**src/rtl/shift_seq_32.sv**
```systemverilog
// rtl/shift_seq_32.sv - load-then-shift sequencer for a 32-bit 74LS194-style universal shift register
//
// Accepts a word, direction, shift mode and amount, parallel-loads the word into
// the external register, then issues exactly `amount` single-bit shifts. Fill bits
// for arithmetic/rotate modes come from the register's Q fed back on `q`.
//
// Optional feature macro: SHIFT_SEQ_ABORT_EN (adds `abort` input).
//
// Ports:
//   clk     in   1  rising-edge clock, shared with the shift register
//   clear   in   1  asynchronous active-low reset
//   start   in   1  operation request, sampled only in IDLE
//   din     in  32  word to shift
//   dir     in   1  0 = left (toward bit 31), 1 = right (toward bit 0)
//   mode    in   2  00 logical, 01 arithmetic, 10 rotate, 11 treated as logical
//   amount  in   5  shift count 0..31
//   q       in  32  register Q feedback
//   abort   in   1  (SHIFT_SEQ_ABORT_EN only) cancel in LOAD/SHIFT
//   pdata   out 32  register parallel data (latched word)
//   s       out  2  register mode select: 00 hold, 01 right, 10 left, 11 load
//   sr      out  1  serial-in at bit 31 for right shifts
//   sl      out  1  serial-in at bit 0 for left shifts
//   busy    out  1  high in LOAD, SHIFT, DONE
//   done    out  1  one-cycle completion pulse
//   result  out 32  final word, held until the next completion

module shift_seq_32 (
    input  logic        clk,
    input  logic        clear,
    input  logic        start,
    input  logic [31:0] din,
    input  logic        dir,
    input  logic [1:0]  mode,
    input  logic [4:0]  amount,
    input  logic [31:0] q,
`ifdef SHIFT_SEQ_ABORT_EN
    input  logic        abort,
`endif
    output logic [31:0] pdata,
    output logic [1:0]  s,
    output logic        sr,
    output logic        sl,
    output logic        busy,
    output logic        done,
    output logic [31:0] result
);

    typedef enum logic [1:0] {
        ST_IDLE  = 2'd0,
        ST_LOAD  = 2'd1,
        ST_SHIFT = 2'd2,
        ST_DONE  = 2'd3
    } state_t;

    localparam logic [1:0] S_HOLD  = 2'b00;
    localparam logic [1:0] S_RIGHT = 2'b01;
    localparam logic [1:0] S_LEFT  = 2'b10;
    localparam logic [1:0] S_LOAD  = 2'b11;

    localparam logic [1:0] MODE_ARITH  = 2'b01;
    localparam logic [1:0] MODE_ROTATE = 2'b10;

    state_t      state;
    logic [4:0]  cnt;
    logic [31:0] word_l;
    logic        dir_l;
    logic [1:0]  mode_l;
    logic [4:0]  amt_l;
    logic        abort_req;

`ifdef SHIFT_SEQ_ABORT_EN
    assign abort_req = abort;
`else
    assign abort_req = 1'b0;
`endif

    // The register only consumes pdata while s=11, so the latched word can be
    // presented continuously.
    assign pdata = word_l;

    // s, busy and done are registered alongside the state so they change only
    // on clock edges; start never reaches them combinationally.
    always_ff @(posedge clk or negedge clear) begin
        if (!clear) begin
            state  <= ST_IDLE;
            cnt    <= 5'd0;
            word_l <= 32'd0;
            dir_l  <= 1'b0;
            mode_l <= 2'b00;
            amt_l  <= 5'd0;
            s      <= S_HOLD;
            busy   <= 1'b0;
            done   <= 1'b0;
            result <= 32'd0;
        end else begin
            case (state)
                ST_IDLE: begin
                    if (start) begin
                        word_l <= din;
                        dir_l  <= dir;
                        mode_l <= mode;
                        amt_l  <= amount;
                        state  <= ST_LOAD;
                        s      <= S_LOAD;
                        busy   <= 1'b1;
                    end
                end
                ST_LOAD: begin
                    if (abort_req) begin
                        state <= ST_IDLE;
                        s     <= S_HOLD;
                        busy  <= 1'b0;
                    end else if (amt_l == 5'd0) begin
                        state <= ST_DONE;
                        s     <= S_HOLD;
                        done  <= 1'b1;
                    end else begin
                        cnt   <= amt_l;
                        state <= ST_SHIFT;
                        s     <= dir_l ? S_RIGHT : S_LEFT;
                    end
                end
                ST_SHIFT: begin
                    if (abort_req) begin
                        state <= ST_IDLE;
                        cnt   <= 5'd0;
                        s     <= S_HOLD;
                        busy  <= 1'b0;
                    end else begin
                        cnt <= cnt - 5'd1;
                        // The edge that ends this cycle performs the last shift.
                        if (cnt == 5'd1) begin
                            state <= ST_DONE;
                            s     <= S_HOLD;
                            done  <= 1'b1;
                        end
                    end
                end
                ST_DONE: begin
                    result <= q;
                    done   <= 1'b0;
                    busy   <= 1'b0;
                    state  <= ST_IDLE;
                end
                default: begin
                    state <= ST_IDLE;
                    s     <= S_HOLD;
                    busy  <= 1'b0;
                    done  <= 1'b0;
                end
            endcase
        end
    end

    // Serial fill is taken live from the register so arithmetic replicates the
    // current sign bit and rotate recirculates the bit shifted out.
    always_comb begin
        sr = 1'b0;
        sl = 1'b0;
        if (state == ST_SHIFT) begin
            if (dir_l) begin
                if (mode_l == MODE_ARITH)
                    sr = q[31];
                else if (mode_l == MODE_ROTATE)
                    sr = q[0];
            end else begin
                if (mode_l == MODE_ROTATE)
                    sl = q[31];
            end
        end
    end

endmodule

```
**config.mk**
```make
export PLATFORM = sky130hd
export DESIGN_NAME = shift_seq_32
export DESIGN_NICKNAME = d
export VERILOG_FILES = /design/src/rtl/shift_seq_32.sv
export SDC_FILE = /design/constraint.sdc
export NUM_CORES = 1
export LEC_CHECK = 0
export ABC_AREA = 1
export BUFFER_PORTS_ARGS = -buffer_cell sky130_fd_sc_hd__buf_2
export CORE_MARGIN = 4
export CORE_UTILIZATION = 52
export DETAILED_ROUTE_END_ITERATION = 12
export PLACE_DENSITY = 0.93
export SYNTH_ARGS = -nofsm -noshare
export SYNTH_HDL_FRONTEND = slang
export SYNTH_SLANG_ARGS = --single-unit
```
**constraint.sdc**
```tcl
create_clock -name clk -period 3.9 [get_ports clk]
set_input_delay 0.195 -clock clk [delete_from_list [all_inputs] [get_ports clk]]
set_output_delay 0.195 -clock clk [all_outputs]
set_load 0.005 [all_outputs]
```
---- Word level (Yosys, flattened, before mapping) ----
Cells that the tools add are included.
storage, ports and cells
  output and inout bits ................... 70
  bits in registers ....................... 83
  bits of input ports ..................... 75
cells by class
  equal/unequal tests ..................... 10
  bitwise gates (word level) .............. 1
  add/sub/neg operators ................... 1
  reduce and logical (&&, ||, !) cells .... 12
  multiplexer cells ....................... 23
operators with widths
  cell                                                                   count
  2-bit 2-to-1 mux                                                       6
  1-bit 2-to-1 mux                                                       11
  5-bit case mux with 2 select lines                                     1
  2-bit != test, second input constant                                   4
  2-bit case mux with 4 select lines                                     1
  2-bit AND reduction                                                    4
  2-bit equality test, second input constant                             3
  2-bit case mux with 3 select lines                                     1
  3-bit AND reduction                                                    2
  3-bit nonzero test                                                     2
  5-bit by 1-bit equality test with 1-bit output, second input constant  1
  5-bit logical NOT                                                      1
  5-bit 2-to-1 mux                                                       1
  5-bit by 1-bit subtractor with 5-bit output, second input constant     1
  2-bit by 1-bit equality test with 1-bit output, second input constant  2
  1-bit case mux with 3 select lines                                     1
  2-bit logical NOT                                                      1
  1-bit case mux with 2 select lines                                     1
  2-bit nonzero test                                                     1
  2-bit OR reduction                                                     1
  1-bit inverter                                                         1

---- Depth between registers and ports, before layout ----
  depth after elaboration ................. 5
  gate-level depth with buffers ........... 10
  depth with buffers taken out ............ 10

---- Worst setup path after synthesis ----
Ideal clock, no wire load.
  path type ............................... reg-to-reg
  from .................................... reg state[0]
  to ...................................... reg amt_l[0]
  setup slack ............................. 2494 ps
  buffers on the path ..................... 1
  data arrival time ....................... 1281 ps
  cell stages (with the launch flop) ...... 6
  data required time ...................... 3775 ps
  cell sequence ........................... dfrtp_1 -> inv_1 -> ha_1 -> nand2_4 -> buf_6 -> mux2_4
between the ends
  word-level cells in the longest chain between the ends .. 2
RTL lines
  element                               line  RTL
  start: declaration                    63    state_t state;
  start signal: assignment              85    state <= ST_IDLE;
  start signal: assignment              103   state <= ST_LOAD;
  start signal: assignment              110   state <= ST_IDLE;
  2-bit logical NOT                     96    case (state)
  2-bit AND reduction (no source line)  -
  end signal: assignment                102   amt_l <= amount;
  end: declaration                      68    logic [4:0] amt_l;
Every way passes these cells.
A chain may end at the register's enable or synchronous reset.

---- Worst setup path after layout ----
  from .................................... reg state[0]
  to ...................................... out sr
between the ends
  word-level cells in the longest chain between the ends .. 2
RTL lines
  element              line  RTL
  2-bit equality test  160   if (state == ST_SHIFT) begin
  1-bit 2-to-1 mux     160
  end: declaration     41    output logic sr,
Every way passes these cells.

==> flow_summary.ini <==
[run_status]
status = finished clean

[cts]
cts.sinks = 83
cts_root_buf = clkbuf_8
cts_hold_buf = 0
post_cts_buffers = 0
h-tree-depth = 3
cts-resized-gates = 0
insertion_delay_ns = 0.35
clk_pin_slew_ns = 0.08
cts_tree = yes
clockBufferDepth = 2
numCtsBuffers = 9

[timing]
final.min_clock_period_ns = 2.08
setup_slack_ns = 1.82
setup_viol = 0
tns_ns = 0
rsz0062_at_grt = no
final_hold_viol_count = 0
fmax_mhz = 482
drv_slew = 0
tightest_slew_ns = 1.03
fin_crit_sh_pct = 53.2
slew_headroom_pct = 31.5
final.setup_skew_ns = 0.00873

[worst_hold_path]
holdCritPathClass = in -> async

[drt]
vias = 2799
drc = 0
dr.pass1.iters = 5
avgRoutedWirePerCell_um = 14.0
viasPerCell = 4.92
ant_nets = 0
routed_wl_mm = 7.96
drt_iter0_drc = 106

[floorplan]
num_rows = 30
fp.dieH_um = 91.1
ios = 145
core-area_um2 = 6760
die_w_um = 91.1
start_util_pct = 53.2
dieArea_um2 = 8300

[finish]
n_fill_cell = 516
nNetsFinal = 567
syn2layout_area_growth_pct = 26.5
num_antenna_cells = 0
layout-drive-gt1-share_pct = 40.7

[global_route]
track_usage_pct = 20.0
grt_pass1_vias = 2867
antenna_found_initial = 0
overflow = 0
grt_pass1_wl_mm = 13.2
grt_max_degree = 84

[logic_synthesis]
syn_area_um2 = 3590
synth_seq_area_share_pct = 57.8
syn_nets = 423
async_flop_share_pct = 100
ys_seq_elements = 83
yosys_most_used_dff = dfrtp_1
synthDistinctLibCells = 22
ys_top_cells_by_area = dfrtp_1 58%, nand2_1 15%, mux2_4 13%, ha_1 2.4%, inv_1 1.9%
synth_warnings = 0
synth-edff-count = 0
syn_inst = 341
synth_area_per_cell_um2 = 10.5
yosysTopAreaCell = dfrtp_1
yosysTopAreaCellShare_pct = 57.8

[critical_path]
crit_chain = inv_1, ha_1, inv_1, a211oi_1, buf_2
regToRegSetupSlack_ns = 2.01
cpMostUsedCell = inv_1
startpoint_type = register
worst_ep_arrival_time_ns = 1.88
crit_fanout = 9
critPathKind = reg -> out
cp-end-kind = output port
r2r-start = state[0]$_DFFE_PN0P_
reg2regPathDepth = 5
cpPeakStageDelay_ns = 0.43
r2r_end = s[0]$_DFFE_PN0P_
crit_path_top_delay_cell = dfrtp_1
crit_required_ns = 3.70

[pwr]
power_frac_seq_pct = 40.3
combPwrFrac_pct = 42.9
swShare_pct = 35.7
clkPwrFrac_pct = 16.9
p_leak_nw = 2.62
internal_power_mw = 2.48
ir_drop_v = 0.000450
cellPowerDensity_nw_per_um2 = 849
p_switching_mw = 1.38

[placement]
gp_congestion = 0.831
place.port_buffers = 144
pre_cts_slack_ns = 2.01
dp_hpwl_mm = 5.74

[job]
drv_cap = 0
-- through the flow --
stage	instances	power [mW]	hold WS (ns)	instance area (um2)	util, %
floorplan	341	2.62	-0.101	3590	-
global placement	554	3.14	0.397	4340	64.2
detailed placement	554	3.23	0.400	4340	64.2
CTS	569	3.89	0.0255	4550	67.3
global route	569	4.18	0.0285	4550	67.3
finish	569	3.86	0.00170	4550	67.3
-- power groups by stage --
stage / combinational [mW] / clock [mW] / sequential [mW]
after floorplan: 1.05 / 0 / 1.57
after global placement: 1.59 / 0 / 1.54
after detailed placement: 1.68 / 0 / 1.55
after CTS: 1.67 / 0.666 / 1.55
after global routing: 1.87 / 0.707 / 1.61
final: 1.66 / 0.651 / 1.55
-- cells in the final DEF, fill, tap and decap left out, drive strengths merged --
cell type | Yosys | routed
a211oi | 1 | 1
a21oi | 6 | 6
a31oi | 1 | 1
buf | 9 | 145
bufinv | 0 | 2
clkbuf | 3 | 10
clkinv | 1 | 4
dfrtp | 83 | 83
ha | 7 | 7
inv | 18 | 18
mux2 | 36 | 36
nand2 | 141 | 141
nand3 | 13 | 13
nand4 | 2 | 2
nor2 | 13 | 13
o21ai | 6 | 6
or2 | 1 | 1
-- worst max-delay path by stage --
stage                                       to  depth (start not counted)  slack, ns                  from
final                                       sr                          5       1.82  state[0]$_DFFE_PN0P_
after global routing                        sr                          5       1.69  state[0]$_DFFE_PN0P_
after CTS                                   sr                          5       1.84  state[0]$_DFFE_PN0P_
after detailed placement      s[0]$_DFFE_PN0P_                          5       2.01  state[0]$_DFFE_PN0P_
after global placement        s[1]$_DFFE_PN0P_                          5       2.08  state[0]$_DFFE_PN0P_
after floorplan           amt_l[0]$_DFFE_PN0P_                          5       2.49  state[0]$_DFFE_PN0P_
-- per-layer routing --
metal | up-vias | GRT usage [%] | routed length (um)
met3 | 21 | 6.96 | 672
met5 | - | 0 | 0
met4 | 0 | 8.79 | 178
met2 | 133 | 32.5 | 3820
met1 | 1285 | 24.0 | 3290
li1 | 1360 | - | -
-- state kept, by name, summed over array words and instances, names as in the netlist --
register and flops:
busy 1, amt_l 5, dir_l 1, pdata 32, cnt 5, s 2, state 2, mode_l 2
result 32, done 1
-- final cells by class --
class / instances / area, um2 / share of cell area [%]
flip-flops and latches: 83 / 2080 / 45.7
clock buffers: 10 / 128 / 2.81
multi-input cells: 227 / 1360 / 29.9
clock inverters: 5 / 78.8 / 1.73
well taps: 80 / 100 / 2.20
repair buffers: 145 / 731 / 16.1
inverters: 19 / 71.3 / 1.57
-- logic make-up (layout without fill, tap and decap cells) --
family,after synthesis,in the layout,share of synthesized area [%]
AO/OA/AOI/OAI,14,14,2.05
adder cells (fa/ha/maj),7,7,2.44
buffers and inverters,31,179,4.32
flip-flops,83,83,57.8
multiplexers,36,36,14.6
AND/OR/NAND/NOR,170,170,18.8
-- critical path: cells and delay by family (launching register included) --
| kind | cells | cell delay [ns] |
|---|---|---|
| AO/OA/AOI/OAI | 1 | 0.24 |
| adder cells (fa/ha/maj) | 1 | 0.37 |
| buffers and inverters | 3 | 0.49 |
| flip-flops | 1 | 0.43 |
-- Yosys cell counts, types with 2 or more instances --
library cell / number
nand4_1: 2
dfrtp_1: 83
inv_1: 18
nand2_1: 139
buf_2: 4
buf_6: 4
nor2_1: 12
o21ai_0: 6
a21oi_1: 6
mux2_4: 32
clkbuf_1: 3
ha_1: 7
mux2_2: 4
nand3_1: 13
(Power assumes the default switching activity.)
